--- src/rtl/prog_loader_if.sv ---
// Byte-stream and program-memory write bundle for prog_loader.
// master = stream source / memory side, slave = loader.
interface prog_loader_if #(
  parameter int AW = 10,
  parameter int DW = 16
);
  logic [7:0]    byte_in;
  logic          byte_valid;
  logic          byte_ready;
  logic          we_prog;
  logic [AW-1:0] addr_prog;
  logic [DW-1:0] data_prog;

  modport master (
    output byte_in, byte_valid,
    input  byte_ready, we_prog, addr_prog, data_prog
  );

  modport slave (
    input  byte_in, byte_valid,
    output byte_ready, we_prog, addr_prog, data_prog
  );
endinterface

--- src/rtl/prog_loader.sv ---
// Length-prefixed byte-stream loader that fills program memory from address 0.
// Define PROG_LOADER_CHECKSUM_EN to require a trailing mod-256 byte checksum.
module prog_loader #(
  parameter int AW = 10,
  parameter int DW = 16
) (
  input  logic            clk,
  input  logic            reset,
  input  logic            start,
  prog_loader_if.slave    bus,
  output logic            cpu_hold,
  output logic            done,
  output logic            error
);
  localparam logic [3:0] S_IDLE    = 4'd0;
  localparam logic [3:0] S_LEN_HI  = 4'd1;
  localparam logic [3:0] S_LEN_LO  = 4'd2;
  localparam logic [3:0] S_WORD_HI = 4'd3;
  localparam logic [3:0] S_WORD_LO = 4'd4;
  localparam logic [3:0] S_WRITE   = 4'd5;
  localparam logic [3:0] S_DONE    = 4'd6;
  localparam logic [3:0] S_ERR     = 4'd7;
`ifdef PROG_LOADER_CHECKSUM_EN
  localparam logic [3:0] S_CHK     = 4'd8;
  localparam logic [3:0] S_FINISH  = S_CHK;
`else
  localparam logic [3:0] S_FINISH  = S_DONE;
`endif

  logic [3:0]    state;
  logic [AW-1:0] idx;
  logic [AW-1:0] idx_inc;
  logic [AW-1:0] len;
  logic [AW-1:0] addr;
  logic [DW-1:0] data;
  logic [7:0]    b;
  logic          acc;
`ifdef PROG_LOADER_CHECKSUM_EN
  logic [7:0]    sum;
`endif

  assign b       = bus.byte_in;
  assign acc     = bus.byte_valid && bus.byte_ready;
  assign idx_inc = idx + 1'b1;

  always_ff @(posedge clk) begin
    if (!reset) begin
      state <= S_IDLE;
      idx   <= '0;
      len   <= '0;
      addr  <= '0;
      data  <= '0;
`ifdef PROG_LOADER_CHECKSUM_EN
      sum   <= '0;
`endif
    end else begin
      unique case (state)
        S_IDLE, S_DONE, S_ERR: begin
          if (start) begin
            state <= S_LEN_HI;
            idx   <= '0;
`ifdef PROG_LOADER_CHECKSUM_EN
            sum   <= '0;
`endif
          end
        end
        S_LEN_HI: begin
          if (acc) begin
            if (|b[7:2]) begin
              state <= S_ERR;
            end else begin
              len   <= AW'(b[1:0]) << 8;
              state <= S_LEN_LO;
            end
          end
        end
        S_LEN_LO: begin
          if (acc) begin
            len[7:0] <= b;
            // Zero-length load skips straight to completion
            if (len[AW-1:8] == '0 && b == 8'h00)
              state <= S_FINISH;
            else
              state <= S_WORD_HI;
          end
        end
        S_WORD_HI: begin
          if (acc) begin
            data[DW-1:8] <= b;
`ifdef PROG_LOADER_CHECKSUM_EN
            sum          <= sum + b;
`endif
            state        <= S_WORD_LO;
          end
        end
        S_WORD_LO: begin
          if (acc) begin
            data[7:0] <= b;
            addr      <= idx;
`ifdef PROG_LOADER_CHECKSUM_EN
            sum       <= sum + b;
`endif
            state     <= S_WRITE;
          end
        end
        S_WRITE: begin
          idx   <= idx_inc;
          state <= (idx_inc == len) ? S_FINISH : S_WORD_HI;
        end
`ifdef PROG_LOADER_CHECKSUM_EN
        S_CHK: begin
          if (acc)
            state <= (b == sum) ? S_DONE : S_ERR;
        end
`endif
        default: state <= S_IDLE;
      endcase
    end
  end

`ifdef PROG_LOADER_CHECKSUM_EN
  assign bus.byte_ready = (state == S_LEN_HI) || (state == S_LEN_LO) ||
                          (state == S_WORD_HI) || (state == S_WORD_LO) ||
                          (state == S_CHK);
`else
  assign bus.byte_ready = (state == S_LEN_HI) || (state == S_LEN_LO) ||
                          (state == S_WORD_HI) || (state == S_WORD_LO);
`endif

  assign bus.we_prog   = (state == S_WRITE);
  assign bus.addr_prog = addr;
  assign bus.data_prog = data;
  assign cpu_hold      = (state != S_IDLE) && (state != S_DONE);
  assign done          = (state == S_DONE);
  assign error         = (state == S_ERR);
endmodule
--- src/flat_wrapper.sv ---
// flat-port wrapper written by rule: the top's interface ports become plain ports
module prog_loader_flat 
#(
  parameter int AW = 10,
  parameter int DW = 16
)
  (clk, reset, start, cpu_hold, done, error, bus_byte_in, bus_byte_valid, bus_byte_ready, bus_we_prog, bus_addr_prog, bus_data_prog);
  prog_loader_if #(.AW(AW), .DW(DW)) bus_i ();
  input  logic clk;
  input  logic reset;
  input  logic start;
  output logic cpu_hold;
  output logic done;
  output logic error;
  input wire logic [$bits(bus_i.byte_in)-1:0] bus_byte_in;
  input wire logic [$bits(bus_i.byte_valid)-1:0] bus_byte_valid;
  output wire logic [$bits(bus_i.byte_ready)-1:0] bus_byte_ready;
  output wire logic [$bits(bus_i.we_prog)-1:0] bus_we_prog;
  output wire logic [$bits(bus_i.addr_prog)-1:0] bus_addr_prog;
  output wire logic [$bits(bus_i.data_prog)-1:0] bus_data_prog;
  assign bus_i.byte_in = bus_byte_in;
  assign bus_i.byte_valid = bus_byte_valid;
  assign bus_byte_ready = bus_i.byte_ready;
  assign bus_we_prog = bus_i.we_prog;
  assign bus_addr_prog = bus_i.addr_prog;
  assign bus_data_prog = bus_i.data_prog;
  prog_loader #(.AW(AW), .DW(DW)) u_core (.clk(clk), .reset(reset), .start(start), .bus(bus_i), .cpu_hold(cpu_hold), .done(done), .error(error));
endmodule
--- config.mk ---
export PLATFORM = sky130hd
export DESIGN_NAME = prog_loader_flat
export DESIGN_NICKNAME = d
export VERILOG_FILES = /design/src/rtl/prog_loader_if.sv /design/src/rtl/prog_loader.sv /design/src/flat_wrapper.sv
export SDC_FILE = /design/constraint.sdc
export NUM_CORES = 1
export LEC_CHECK = 0
export BUFFER_PORTS_ARGS = -buffer_cell sky130_fd_sc_hd__buf_2
export CORE_ASPECT_RATIO = 0.6
export CORE_MARGIN = 10
export CORE_UTILIZATION = 50
export CTS_CLUSTER_DIAMETER = 150
export DETAILED_ROUTE_END_ITERATION = 7
export GPL_ROUTABILITY_DRIVEN = 0
export PLACE_DENSITY = 0.73
export SETUP_SLACK_MARGIN = 0.2
export SYNTH_ARGS = -nofsm -noshare
export SYNTH_HDL_FRONTEND = slang
export SYNTH_SLANG_ARGS = --single-unit
--- constraint.sdc ---
create_clock -name clk -period 3.23 [get_ports clk]
set_input_delay 0.323 -clock clk [delete_from_list [all_inputs] [get_ports clk]]
set_output_delay 0.323 -clock clk [all_outputs]
set_load 0.01 [all_outputs]
After elaboration in Yosys (flattened, before gate mapping)
Index checks and enable logic that the tools add are counted.

storage, ports and cells
  flip-flop bits (word level) = 50
  output and inout port bits = 31

operators by class
  $add $sub $neg = 1
  equality and inequality tests = 15
  muxes and demuxes = 15
  bitwise operators = 1
  reductions and logical operators = 20

operators by type and width
  kind                                                 count
  2-to-1 mux 8 bit                                     3
  case mux 4 bit (6 select lines)                      1
  2-to-1 mux 4 bit                                     5
  case mux 10 bit (2 select lines)                     1
  equality test 4 x 3 -> 1 bit, second input constant  4
  case mux 8 bit (2 select lines)                      1
  adder 10 x 1 -> 10 bit, second input constant        1
  equality test 10 bit                                 1
  2-to-1 mux 10 bit                                    1
  2-to-1 mux 3 bit                                     3
  equality test 4 x 2 -> 1 bit, second input constant  2
  zero test 8 bit                                      1
  != test 2 x 1 -> 1 bit, second input constant        4
  AND reduction 2 bit                                  3
  OR reduction 6 bit                                   1
  AND reduction 5 bit                                  1
  equality test 4 x 1 -> 1 bit, second input constant  1
  zero test 4 bit                                      1
  != test 2 bit, second input constant                 2
  != test 4 x 3 -> 1 bit, second input constant        1
  AND reduction 4 bit                                  1
  nonzero test 2 bit                                   2
  nonzero test 4 bit                                   1
  logical AND 1 bit                                    3
  5 further kinds                                      7

Logic depth before layout (Yosys ltp)
Gate-level depths: netlist of run 1.

  depth after elaboration = 7
  mapped depth = 7

Least setup slack after synthesis of run 1
Ideal clock, no wire load.

  path type = register to register
  start point = register u_core.idx[0]
  end point = register u_core.state[2]
  setup time = 0.119 ns
  arrival time = 1.810 ns
  data required time = 3.111 ns
  setup slack = 1.302 ns
  cell stages (with the launch flop) = 8
  path buffers = 0
  cell sequence = dfxtp_1 > ha_1 > nand3_1 > nor2_1 > mux2_2 > o22ai_1 > nor4_1 > o221a_1

between the ends
  longest elaborated chain between the ends = 4

RTL lines
  element                          RTL line            RTL
  start: declaration               prog_loader.sv:31   logic [AW-1:0] idx;
  start signal: assignment         prog_loader.sv:107  idx <= idx_inc;
  adder 10 x 1 -> 10 bit           prog_loader.sv:44   assign idx_inc = idx + 1'b1;
  equality test 10 bit             prog_loader.sv:108  state <= (idx_inc == len) ? S_FINISH : S_WORD_HI;
  2-to-1 mux 3 bit                 prog_loader.sv:108
  case mux 4 bit (6 select lines)  prog_loader.sv:57   unique case (state)
  end signal: assignment           prog_loader.sv:108
  end: declaration                 prog_loader.sv:30   logic [3:0] state;

Every way passes these cells.
A chain may end at the register's enable or synchronous reset.

Worst setup path in the final report of run 1
  start point = register u_core.state[1]
  end point = output bus_we_prog

between the ends
  longest elaborated chain between the ends = 1

RTL lines
  element                       RTL line            RTL
  equality test 4 x 3 -> 1 bit  prog_loader.sv:130  assign bus.we_prog = (state == S_WRITE);
  end: declaration              flat_wrapper.sv:18  output wire logic [$bits(bus_i.we_prog)-1:0] bus_we_prog;

Every way passes these cells.

==> results.cfg, run 1 <==
[status]
status = finished clean

[setup_path]
worstSetupEndpointType = output pin
r2r_slack_ns = 1.04
reg2reg_to = u_core.state[2]
cp-start-kind = register
r2r_cells = 7
critPathKind = register to output pin
reg2reg_from = u_core.idx[0]
required_ns = 2.91
critPathMaxFanout = 17
arrival_ns = 2.00

[place]
port_buffers = 42
dp_hpwl_um = 4500
placed_cell_area_um2 = 2600

[power_and_ir_drop]
leakage_uw = 0.00105
power.density_nw_per_um2 = 565
ir_drop_uv = 440

[synthesis]
synth_top_flop_cell = dfxtp_1
synth_cells = 317
netlist_area_um2 = 2400
synthesis.nets = 330
synthTopCellsByCount = nand2_1, dfxtp_1, a21oi_1
netlist-cell-type-count = 44
synth-edff-count = 0
yosys.area.top_type_share = 0.408
yosys_warnings = 0
synth-seq-area-share = 0.408
synth.most_common_cell = nand2_1
yosys.area.top_type = dfxtp_1
synth_area_leaders = dfxtp_1, nand2_1, a21oi_1
syn_area_per_cell_um2 = 7.58
synthArstFlopShare = 0
ys_seq_elements = 49

[global_routing]
gr-total-overflow = 0
antenna_found_initial = 0
grtUsageTotal = 0.152
grt_max_degree = 34
first_global_vias = 2028
grt_pass1_wl_um = 9870

[clock_network]
path_clk_slew_ns = 0.09
clock_latency_ns = 0.30
cts_buffers = 5
tritoncts = done
cts_buffer_depth = 2
cts-resized-gates = 0
htreeDepth = 2
clockRootBuffer = clkbuf_8
postCtsSetupBuffers = 0
ctsHoldBuffers = 0
clock-sinks = 49

[routing]
routed_via_density = 5.44
num_vias = 2242
drc = 0
routed_wl_um = 6150
drt-initial-drc-count = 141
final_antenna_net_count = 0
dr.pass1.iters = 4
post_drt_wl_per_cell_um = 14.9

[floorplanning]
rows = 19
die_area_um2 = 8070
die_h_um = 73.7
start_util = 0.521
core_um2 = 4610
ios = 43
die_w_um = 109

[layout]
final_nets = 361
fin_area_um2 = 2690
drive_gt1_frac = 0.169
n_antenna_cell = 0
final_util = 0.583
syn_to_final_growth_pct = 11.9

[worst_hold_path]
hold_class = input port to register
whs_path_depth = 3
hold_start = bus_byte_in[6]
min_to = u_core.bus.data_prog[6]

[sta]
rsz0062_at_grt = false
report.final.slew_viol_count = 0
hold_viol_final = 0
worst_slew_pin_slew_ns = 0.706
fin_tns_setup_ns = 0
finalSetupViolCount = 0
skew_ns = 0.00293
min_period_ns = 2.32
hold_ws_ns = 0.292
post-route-period-util = 0.718
max_freq_ghz = 0.431
relSlewSlack = 0.528

[job]
drv_cap = 0
routing by layer:
| metal | GRT usage | share of wire | vias to the layer above |
|---|---|---|---|
| met2 | 0.211 | 0.43 | 70 |
| met1 | 0.215 | 0.49 | 1022 |
| met3 | 0.0463 | 0.071 | 7 |
| li1 | - | - | 1143 |
| met5 | 0 | 0 | - |
| met4 | 0.0460 | 0.012 | 0 |
stage by stage:
step | cells | total power, µW | worst slack (ns)
floorplan | 317 | 1050 | 1.30
global placement | 404 | 1160 | 1.14
detailed placement | 404 | 1170 | 1.08
CTS | 412 | 1530 | 0.915
global route | 412 | 1620 | 0.731
finish | 412 | 1520 | 0.911
power by group:
group	switching, µW	internal (µW)
Combinational	272	170
Sequential	75.9	639
Clock	208	153
Total	556	962
cells in the final DEF, fill, tap and decap left out, drive strengths merged, types with 3 or more instances in the layout:
cell,Yosys,layout
o21ai,12,12
and3,10,10
nor3,7,7
clkbuf,12,6
nand2,73,73
a22oi,4,4
and2,4,4
o22ai,3,3
nand3,17,17
nor2,23,23
a21oi,44,44
dfxtp,49,49
xnor2,10,10
nor2b,7,7
o21a,5,5
buf,6,44
inv,5,5
worst max path at each step:
stage / start / endpoint / slack (ns)
final: u_core.state[1] / bus_we_prog / 0.91
after CTS: u_core.state[1] / bus_we_prog / 0.91
after global routing: u_core.state[2] / bus_we_prog / 0.73
after floorplan: u_core.idx[0] / u_core.state[2] / 1.30
after global placement: u_core.idx[0] / u_core.state[2] / 1.14
after detailed placement: u_core.idx[0] / u_core.state[2] / 1.08
flip-flops by register name (all words and copies together) (netlist names):
register / count
u_core.len: 10
u_core.state: 3
u_core.bus.addr_prog: 10
u_core.bus.data_prog: 16
u_core.idx: 10
final cells by class:
cell class	count	area [µm²]
Multi-Input combinational cell	243	1300
Clock inverter	2	15.0
Inverter	5	18.8
Fill cell	456	1920
Timing Repair Buffer	44	225
Clock buffer	6	72.6
Tap cell	63	78.8
Sequential cell	49	981
cells by family after synthesis:
kind of cell,after synthesis,synth area share
AO/OA/AOI/OAI,79,0.195
XOR/XNOR,12,0.0437
adder cells (fa/ha/maj),1,0.00521
buffers and inverters,25,0.0521
flip-flops,49,0.408
multiplexers,2,0.00937
AND/OR/NAND/NOR,149,0.286
critical path, stage by stage (launching register included):
cell	delay (ns)
dfxtp_1	0.58
and2b_2	0.30
nand2_1	0.41
inv_1	0.21
buf_2	0.19
Power figures use the tool's default switching activity.
==> inputs of run 2 (changes only) <==
Settings changed: PLACE_DENSITY 0.73 to 0.76.
Clock period 3.23 ns to 1.9 ns, I/O delays scaled along.
==> results.cfg, run 2 (synthesis results as in run 1) <==
[status]
status = finished clean

[layout]
regArea_um2 = 998
final_common_cell = nand2_1
multi_input_area_um2 = 1440
drive_gt1_frac = 0.307
nFillCells = 407
syn_to_final_growth_pct = 27.3
final_nets = 386
n_antenna_cell = 0
largest_reg_flops = 16
final_util = 0.663
final_cell_mix = nand2_1, a21oi_1, buf_2

[floorplanning]
ios = 43
die_h_um = 73.7
core_um2 = 4610
die_w_um = 109
start_util = 0.521
die_area_um2 = 8070
rows = 19

[sta]
max_freq_ghz = 0.547
report.final.slew_viol_count = 0
worst_slew_pin_slew_ns = 0.494
fin_tns_setup_ns = 0
post-route-period-util = 0.962
finalWorstSetupSlack_ns = 0.0723
finalSetupViolCount = 0
rsz0062_at_grt = true
relSlewSlack = 0.671
min_period_ns = 1.83
hold_viol_final = 0
skew_ns = 0.00529

[setup_path]
cp-start-kind = register
critPathKind = register to register
cp_cell_sequence = ha_4, nand3_4, buf_12, nor2_4, mux2_4, o22ai_4, nor4_2, o221a_1
r2r_slack_ns = 0.07
reg2reg_from = u_core.idx[1]
r2r_cells = 8
required_ns = 2.11
reg2reg_to = u_core.state[2]
crit_family = flip-flops
max_stage_delay_ns = 0.39
crit_path_start = u_core.idx[1]
arrival_ns = 2.03
worstSetupEndpointType = register
crit_slowest_cell = dfxtp_4
critPathMaxFanout = 5
worst-path-buf-inv = 1

[clock_network]
cts_buffer_depth = 2
clockRootBuffer = clkbuf_8
htreeDepth = 2
tritoncts = done
path_clk_slew_ns = 0.09
clock_latency_ns = 0.31
clock-sinks = 49
ctsHoldBuffers = 0
cts_buffers = 5

[power_and_ir_drop]
seq_power_share = 0.426
p_clk_frac = 0.226
switching_share = 0.368
p_int_uw = 1750
pwr-share-comb = 0.348
netSwitchingPower_uw = 1020
power.density_nw_per_um2 = 905
total_power_uw = 2770
leakage_uw = 0.00128
ir_drop_uv = 934

[routing]
routed_via_density = 5.51
drc = 0
routed_wl_um = 6830
final_antenna_net_count = 0
num_vias = 2406
dr.pass1.iters = 4
drt-initial-drc-count = 176
post_drt_wl_per_cell_um = 15.6

[worst_hold_path]
min_to = u_core.bus.data_prog[12]
hold_start = bus_byte_in[4]
hold_class = input port to register
whs_path_depth = 3

[global_routing]
first_global_vias = 2210
grt_max_degree = 35
grt_pass1_wl_um = 11000
antenna_found_initial = 0
grtUsageTotal = 0.169
gr-total-overflow = 0

[job]
drv_cap = 0

[place]
port_buffers = 42
post-place-ws_ns = -0.00683
dp_hpwl_um = 4750
-- run 2: cell type report --
type | instances | share of cell area
multi-input combinational | 243 | 0.470
clock inverter | 2 | 0.00491
tap | 63 | 0.0258
clock buffer | 6 | 0.0237
timing repair buffer | 69 | 0.143
sequential | 49 | 0.326
inverter | 5 | 0.00613
-- run 2: through the flow --
stage                     instances  area, µm²  hold WS, ns
final                           437       3060        0.143
after global routing            437       3060        0.156
after CTS                       432       2950        0.145
after detailed placement        420       2760        0.444
after global placement          420       2760        0.440
after floorplan                 317       2420        0.308
-- run 2: how the worst max path moves through the flow --
stage | to | slack, ns | depth (start not counted)
global placement | u_core.len[6] | 0.03 | 7
finish | u_core.state[2] | 0.07 | 8
floorplan | u_core.state[2] | 0.20 | 7
global route | u_core.state[2] | 0.0005 | 8
detailed placement | u_core.len[0] | -0.007 | 7
CTS | u_core.state[2] | 0.18 | 6
-- run 2: worst reg2reg max path, delay by kind of cell, from the launching register on --
| kind | cells | cell delay, ns |
|---|---|---|
| AO/OA/AOI/OAI | 2 | 0.38 |
| adder cells (fa/ha/maj) | 1 | 0.18 |
| buffers and inverters | 1 | 0.16 |
| flip-flops | 1 | 0.39 |
| multiplexers | 1 | 0.33 |
| AND/OR/NAND/NOR | 3 | 0.30 |
-- run 2: power by group through the flow --
stage / Combinational [µW] / Sequential (µW) / Clock, µW
floorplan: 632 / 1160 / 0
global placement: 902 / 1190 / 0
detailed placement: 904 / 1190 / 0
CTS: 933 / 1180 / 629
global route: 1070 / 1190 / 662
finish: 963 / 1180 / 626
-- run 2: routing by layer --
metal / GRT usage / share of wire / vias to the layer above
li1: - / - / 1196
met1: 0.229 / 0.47 / 1121
met2: 0.251 / 0.44 / 82
met3: 0.0498 / 0.085 / 7
met4: 0.0532 / 0.0098 / 0
met5: 0 / 0 / -
-- run 2: what timing repair did --
action                                  in CTS  in global routing
pin swaps                                    6                  9
buffers inserted                             4                  5
resized for setup                           20                 14
gates cloned                                 0                  0
endpoints found under the setup margin      14                 17
endpoints found under the hold margin        0                  0
